### src/rtl/exe_unit_pkg.sv
// Shared definitions for the execute stage: opcodes, multiplier states,
// reset vector and reset polarity.
package exe_unit_pkg;

  typedef enum logic [3:0] {
    ALU_ADD  = 4'h0,
    ALU_SUB  = 4'h1,
    ALU_AND  = 4'h2,
    ALU_OR   = 4'h3,
    ALU_XOR  = 4'h4,
    ALU_SLL  = 4'h5,
    ALU_SRL  = 4'h6,
    ALU_SRA  = 4'h7,
    ALU_SLT  = 4'h8,
    ALU_SLTU = 4'h9,
    ALU_MUL  = 4'hA
  } alu_op_e;

  typedef enum logic [1:0] {
    MUL_IDLE,
    MUL_RUN,
    MUL_DONE
  } mul_state_e;

  // Reset vector, truncated to XLEN at the point of use.
  localparam logic [63:0] CPU_RESET_ADDR = 64'h0000_0000_0000_0000;

  // Reset is asserted low.
  localparam logic RST_ENABLE = 1'b0;

endpackage

### src/rtl/exe_mul_iter.sv
// Iterative shift-add multiplier: one partial product per cycle, result
// held in DONE until the consumer takes it.
module exe_mul_iter
  import exe_unit_pkg::*;
#(
  parameter int unsigned XLEN = 32
) (
  input  logic            clk_i,
  input  logic            rst_i,
  input  logic            start_i,
  input  logic            take_i,
  input  logic [XLEN-1:0] mcand_i,
  input  logic [XLEN-1:0] mult_i,
  output logic            busy_o,
  output logic            done_o,
  output logic [XLEN-1:0] product_o
);

  localparam int unsigned CW = $clog2(XLEN);

  mul_state_e      state_q, state_d;
  logic [XLEN-1:0] acc_q, acc_d;
  logic [XLEN-1:0] mcand_q, mcand_d;
  logic [XLEN-1:0] mult_q, mult_d;
  logic [CW-1:0]   count_q, count_d;

  // State and datapath registers; reset abandons any multiply in flight.
  always_ff @(posedge clk_i) begin
    if (rst_i == RST_ENABLE) begin
      state_q <= MUL_IDLE;
      acc_q   <= '0;
      mcand_q <= '0;
      mult_q  <= '0;
      count_q <= '0;
    end else begin
      state_q <= state_d;
      acc_q   <= acc_d;
      mcand_q <= mcand_d;
      mult_q  <= mult_d;
      count_q <= count_d;
    end
  end

  // Next-state and shift-add step.
  always_comb begin
    state_d = state_q;
    acc_d   = acc_q;
    mcand_d = mcand_q;
    mult_d  = mult_q;
    count_d = count_q;
    case (state_q)
      MUL_IDLE: begin
        if (start_i) begin
          state_d = MUL_RUN;
          mcand_d = mcand_i;
          mult_d  = mult_i;
          acc_d   = '0;
          count_d = '0;
        end
      end
      MUL_RUN: begin
        if (mult_q[0]) begin
          acc_d = acc_q + mcand_q;
        end
        mcand_d = mcand_q << 1;
        mult_d  = mult_q >> 1;
        count_d = count_q + CW'(1);
        if (count_q == CW'(XLEN - 1)) begin
          state_d = MUL_DONE;
        end
      end
      MUL_DONE: begin
        if (take_i) begin
          state_d = MUL_IDLE;
        end
      end
      default: state_d = MUL_IDLE;
    endcase
  end

  assign busy_o    = (state_q != MUL_IDLE);
  assign done_o    = (state_q == MUL_DONE);
  assign product_o = acc_q;

endmodule

### src/rtl/exe_unit.sv
// Execute stage: integer ALU with registered result, valid/ready handshake
// on both sides, optional iterative multiplier.
module exe_unit
  import exe_unit_pkg::*;
#(
  parameter int unsigned XLEN   = 32,
  parameter int unsigned OPW    = 4,
  parameter int unsigned MUL_EN = 1
) (
  input  logic            clk_i,
  input  logic            rst_i,
  input  logic            in_valid_i,
  output logic            in_ready_o,
  input  logic [OPW-1:0]  alu_op_i,
  input  logic            alu_src_i,
  input  logic [XLEN-1:0] reg_data_1_i,
  input  logic [XLEN-1:0] reg_data_2_i,
  input  logic [XLEN-1:0] imm_i,
  input  logic [XLEN-1:0] pc_i,
  input  logic [4:0]      rd_i,
  output logic            out_valid_o,
  input  logic            out_ready_i,
  output logic [XLEN-1:0] w_data_o,
  output logic [XLEN-1:0] pc_o,
  output logic [4:0]      rd_o,
  output logic            busy_o
);

  localparam int unsigned SHW = $clog2(XLEN);
  // Opcode compared at >= 4 bits so any extra upper bits make the op illegal.
  localparam int unsigned OPX = (OPW > 4) ? OPW : 4;
  localparam bit          HAS_MUL = (MUL_EN != 0);

  logic [OPX-1:0]  op_x;
  logic [XLEN-1:0] op1, op2, alu_res;
  logic [SHW-1:0]  shamt;
  logic            out_free, accept, op_is_mul, mul_start;
  logic            mul_busy, mul_done;
  logic [XLEN-1:0] mul_prod;
  logic [XLEN-1:0] mul_pc_q;
  logic [4:0]      mul_rd_q;

  assign op_x  = OPX'(alu_op_i);
  assign op1   = reg_data_1_i;
  assign op2   = alu_src_i ? imm_i : reg_data_2_i;
  assign shamt = op2[SHW-1:0];

  assign op_is_mul  = HAS_MUL && (op_x == OPX'(ALU_MUL));
  assign out_free   = ~out_valid_o | out_ready_i;
  assign in_ready_o = ~mul_busy & out_free;
  assign accept     = in_valid_i & in_ready_o;
  assign mul_start  = accept & op_is_mul;
  assign busy_o     = mul_busy;

  // Single-cycle ALU; MUL and unused codes fall through to zero.
  always_comb begin
    alu_res = '0;
    case (op_x)
      OPX'(ALU_ADD):  alu_res = op1 + op2;
      OPX'(ALU_SUB):  alu_res = op1 - op2;
      OPX'(ALU_AND):  alu_res = op1 & op2;
      OPX'(ALU_OR):   alu_res = op1 | op2;
      OPX'(ALU_XOR):  alu_res = op1 ^ op2;
      OPX'(ALU_SLL):  alu_res = op1 << shamt;
      OPX'(ALU_SRL):  alu_res = op1 >> shamt;
      OPX'(ALU_SRA):  alu_res = $unsigned($signed(op1) >>> shamt);
      OPX'(ALU_SLT):  alu_res = {{(XLEN-1){1'b0}}, ($signed(op1) < $signed(op2))};
      OPX'(ALU_SLTU): alu_res = {{(XLEN-1){1'b0}}, (op1 < op2)};
      default:        alu_res = '0;
    endcase
  end

  generate
    if (HAS_MUL) begin : g_mul
      exe_mul_iter #(
        .XLEN(XLEN)
      ) u_mul (
        .clk_i     (clk_i),
        .rst_i     (rst_i),
        .start_i   (mul_start),
        .take_i    (out_free),
        .mcand_i   (op1),
        .mult_i    (op2),
        .busy_o    (mul_busy),
        .done_o    (mul_done),
        .product_o (mul_prod)
      );
    end else begin : g_no_mul
      assign mul_busy = 1'b0;
      assign mul_done = 1'b0;
      assign mul_prod = '0;
    end
  endgenerate

  // pc/rd of a multiply ride alongside it until the product is written out.
  always_ff @(posedge clk_i) begin
    if (rst_i == RST_ENABLE) begin
      mul_pc_q <= '0;
      mul_rd_q <= '0;
    end else if (mul_start) begin
      mul_pc_q <= pc_i;
      mul_rd_q <= rd_i;
    end
  end

  // Output register: load on ALU accept or finished multiply, else drain on ready.
  always_ff @(posedge clk_i) begin
    if (rst_i == RST_ENABLE) begin
      out_valid_o <= 1'b0;
      w_data_o    <= '0;
      pc_o        <= XLEN'(CPU_RESET_ADDR);
      rd_o        <= '0;
    end else if (accept && !op_is_mul) begin
      out_valid_o <= 1'b1;
      w_data_o    <= alu_res;
      pc_o        <= pc_i;
      rd_o        <= rd_i;
    end else if (mul_done && out_free) begin
      out_valid_o <= 1'b1;
      w_data_o    <= mul_prod;
      pc_o        <= mul_pc_q;
      rd_o        <= mul_rd_q;
    end else if (out_ready_i) begin
      out_valid_o <= 1'b0;
    end
  end

endmodule

### config.mk
export PLATFORM = sky130hd
export DESIGN_NAME = exe_unit
export DESIGN_NICKNAME = d
export VERILOG_FILES = /design/src/rtl/exe_unit_pkg.sv /design/src/rtl/exe_mul_iter.sv /design/src/rtl/exe_unit.sv
export SDC_FILE = /design/constraint.sdc
export NUM_CORES = 1
export LEC_CHECK = 0
export ABC_AREA = 1
export ABC_CLOCK_PERIOD_IN_PS = 4600
export CAP_MARGIN = 10
export CORE_MARGIN = 2
export CORE_UTILIZATION = 40
export CTS_BUF_LIST = sky130_fd_sc_hd__clkbuf_4 sky130_fd_sc_hd__clkbuf_8
export DETAILED_ROUTE_END_ITERATION = 10
export PLACE_DENSITY = 0.69
export REMOVE_ABC_BUFFERS = 1
export SETUP_SLACK_MARGIN = 0.5
export SYNTH_ARGS = -nofsm -noshare
export SYNTH_HDL_FRONTEND = slang
export SYNTH_SLANG_ARGS = --single-unit
export TNS_END_PERCENT = 100
### constraint.sdc
create_clock -name clk_i -period 4.6 [get_ports clk_i]
set_input_delay 0.46 -clock clk_i [delete_from_list [all_inputs] [get_ports clk_i]]
set_output_delay 0.46 -clock clk_i [all_outputs]
set_load 0.02 [all_outputs]
==> impl_metrics.csv <==
group,metric,value,unit
sta,fin_ws,946.9,ps
detailed_routing,postRouteAntennaNets,0,
placed_design,hpwl,80800,um
logic_synthesis,ys.flop_type,"dfxtp_1",
layout,nets,3979,
sta,tightest_slew,991.7,ps
placed_design,pre_cts_ws,526.3,ps
clock_network,cts_hold_buf,0,
detailed_routing,drt-initial-drc-count,3493,
global_route,grt_use_total,37.72,%
logic_synthesis,synth_top_area_cell,"dfxtp_1",
logic_synthesis,synth_warnings,0,
placed_design,portBuffers,213,
critical_path,cp_slowest_cell,"ha_1",
layout,syn_to_final_growth,16.57,%
floorplan,fp.dieH,231.1,um
detailed_routing,avgViaCountPerCell,5.917,
floorplan,core-area,0.05120,mm^2
clock_network,cts-buffers-inserted,41,
sta,drv_slew,0,
clock_network,clk-insertion-delay-late,620,ps
logic_synthesis,syn-mean-instance-area,5.776,um^2
placed_design,place_area,0.02323,mm^2
detailed_routing,vias,26065,
sta,finalCritPeriodShare,79.42,%
critical_path,end_kind,"flip-flop",
critical_path,start_kind,"primary input",
global_route,antenna_found_initial,2,
global_route,grt_pass1_wl,151400,um
detailed_routing,wl_per_cell,23.68,um
clock_network,clockBufferDepth,3,
logic_synthesis,synth_cell_types,51,
power_and_ir_drop,peakVddDrop,0.0001477,V
sta,finalHoldViolations,0,
detailed_routing,drc,0,
global_route,grt_pass1_vias,23789,
placed_design,dp.cells,4338,
floorplan,fp.dieW,231.1,um
logic_synthesis,yosys.area.top_type_share,20.37,%
clock_network,cts_resized,0,
clock_network,cts.sinks,210,
floorplan,io_pins,214,
floorplan,dieArea,0.05342,mm^2
logic_synthesis,synth_seq_cells,210,
critical_path,worstPathCellList,"buf_2, inv_6, or2_2, o21ai_0, ha_1, nor2_1, inv_1, nor2_1, nand3_1, nand3_1, nand2_1, nand3_1, nand2_1, nor2_1, nand3b_1, nand2_1, a21oi_1",
layout,final_cell_mix,"987 x nand2_1, 529 x nand3_1, 327 x inv_1",
logic_synthesis,synthTopCellsByArea,"dfxtp_1 20%, nand2_1 18%, nand3_1 13%, ha_1 8.1%, o21ai_0 6.6%",
critical_path,cp.required,5090,ps
logic_synthesis,synth_edf_count,0,
sta,setup_tns,0,ps
outcome,status,"finished, final reports clean",
logic_synthesis,yosysSeqAreaShare,20.37,%
logic_synthesis,synth_cells,3572,
run,maxCapViolCount,0,
sta,rsz0062_at_grt,"false",
logic_synthesis,async_reset_ff_share,0,%
layout,final_common_cell,"nand2_1",
critical_path,cp_max_fo,34,
floorplan,start_util,40.30,%
sta,period_minus_slack,3653,ps
global_route,grt_max_degree,124,
placed_design,routabilityCongestion,1.065,
critical_path,crit_arrival,4140,ps
power_and_ir_drop,power_leakage,0.01120,uW
logic_synthesis,netlist_area,0.02063,mm^2
floorplan,rows,83,
clock_network,cts_root_buf,"clkbuf_8",
clock_network,cts_setup_buffers,0,
min_path,holdCritPathClass,"flip-flop to flip-flop",
global_route,grt_overflow_total,0,
clock_network,cts_tree,"yes",
detailed_routing,wl,104300,um
clock_network,clk_pin_slew,70,ps
sta,fmax,273.7,MHz
sta,slew-limit-headroom,33.89,%
power_and_ir_drop,p_per_area,259.1,mW/mm^2
sta,setup-violations-final,0,
detailed_routing,drtPass1Iterations,7,
clock_network,htreeDepth,2,
layout,drive_above_1_share,5.908,%
critical_path,critPathMaxStageDelay,520,ps
layout,final_area,0.02405,mm^2
sta,skew,42.07,ps
critical_path,path_class,"primary input to flip-flop",
layout,stdcell_count,4405,
-- final timing paths --
| check | start | to | slack, ps | cells past startpoint |
|---|---|---|---|---|
| hold / removal | mul_rd_q[4] | rd_o[4] | 450 | 2 |
| hold reg to reg | mul_rd_q[4] | rd_o[4] | 450 | 2 |
| setup reg to reg | g_mul.u_mul.mcand_q[0] | g_mul.u_mul.product_o[18] | 1760 | 12 |
| setup / recovery | alu_src_i | w_data_o[12] | 950 | 17 |
-- report_power, final --
group          switching [uW]  leakage (uW)  total (uW)  internal [uW]
combinational            1600       0.00905        2310            711
clock                     867      0.000433        1950           1090
sequential               59.6       0.00171        1960           1900
-- synthesized netlist by cell type, types with 16 or more instances --
library cell,n
inv_1,327
ha_1,133
o21ai_0,273
inv_2,18
o21bai_1,16
buf_2,70
o21ai_1,53
a31oi_1,101
nor2_1,297
nand4_1,33
clkbuf_1,84
nand3_1,529
nand2_1,987
a21oi_1,237
nor3_1,19
or2_2,34
dfxtp_1,210
-- per-layer routing --
metal,routed length (um),up-vias,GRT usage [%],share of wire [%]
met5,10,-,0,0.0096
met4,5965,2,19.70,5.7
met1,42790,12092,49.85,41
met2,44950,1526,57.98,43
li1,-,12189,-,-
met3,10600,256,7.468,10
-- critical path: cells and delay by family --
kind,cells,cell delay [ps]
adders and majority gates,1,520
AOI/OAI and AO/OA,2,310
buffers and inverters,3,720
and+or+nand+nor,11,2100
-- through the flow --
stage	hold WS, ps	utilization, %	power [uW]
6_report	452.1	46.98	6232
5_1_grt	461.0	46.98	6500
4_1_cts	424.6	46.97	6171
3_5_place_dp	459.4	45.38	4222
3_3_place_gp	452.5	45.38	4233
2_1_floorplan	441.1	-	3260
-- kinds of logic (layout without fill, tap and decap cells) --
group | Yosys count | after routing | share of synthesized area, %
and+or+nand+nor | 1944 | 1944 | 40.45
adders and majority gates | 136 | 136 | 8.356
other | 0 | 1 | 0
xor gates and xnor gates | 3 | 3 | 0.1274
DFF | 210 | 210 | 20.37
buffers and inverters | 528 | 680 | 10.64
AOI/OAI and AO/OA | 751 | 751 | 20.05
-- layout make-up --
class                      count  area (um^2)
sequential                   210         4204
inverter                     346         1305
multi-input combinational   2834        14290
clock buffer                  59        743.2
tap                          680        850.8
timing repair buffer         268         2587
fill                        5665        27150
antenna                        1        2.502
clock inverter                 7        73.82
-- flip-flops by register name, summed over array words and instances (netlist names) --
signal,count
g_mul.u_mul.count_q,5
g_mul.u_mul.mcand_q,32
g_mul.u_mul.mult_q,32
g_mul.u_mul.product_o,32
g_mul.u_mul.state_q,2
mul_pc_q,32
mul_rd_q,5
out_valid_o,1
pc_o,32
rd_o,5
w_data_o,32
Power figures use the tool's default switching activity.
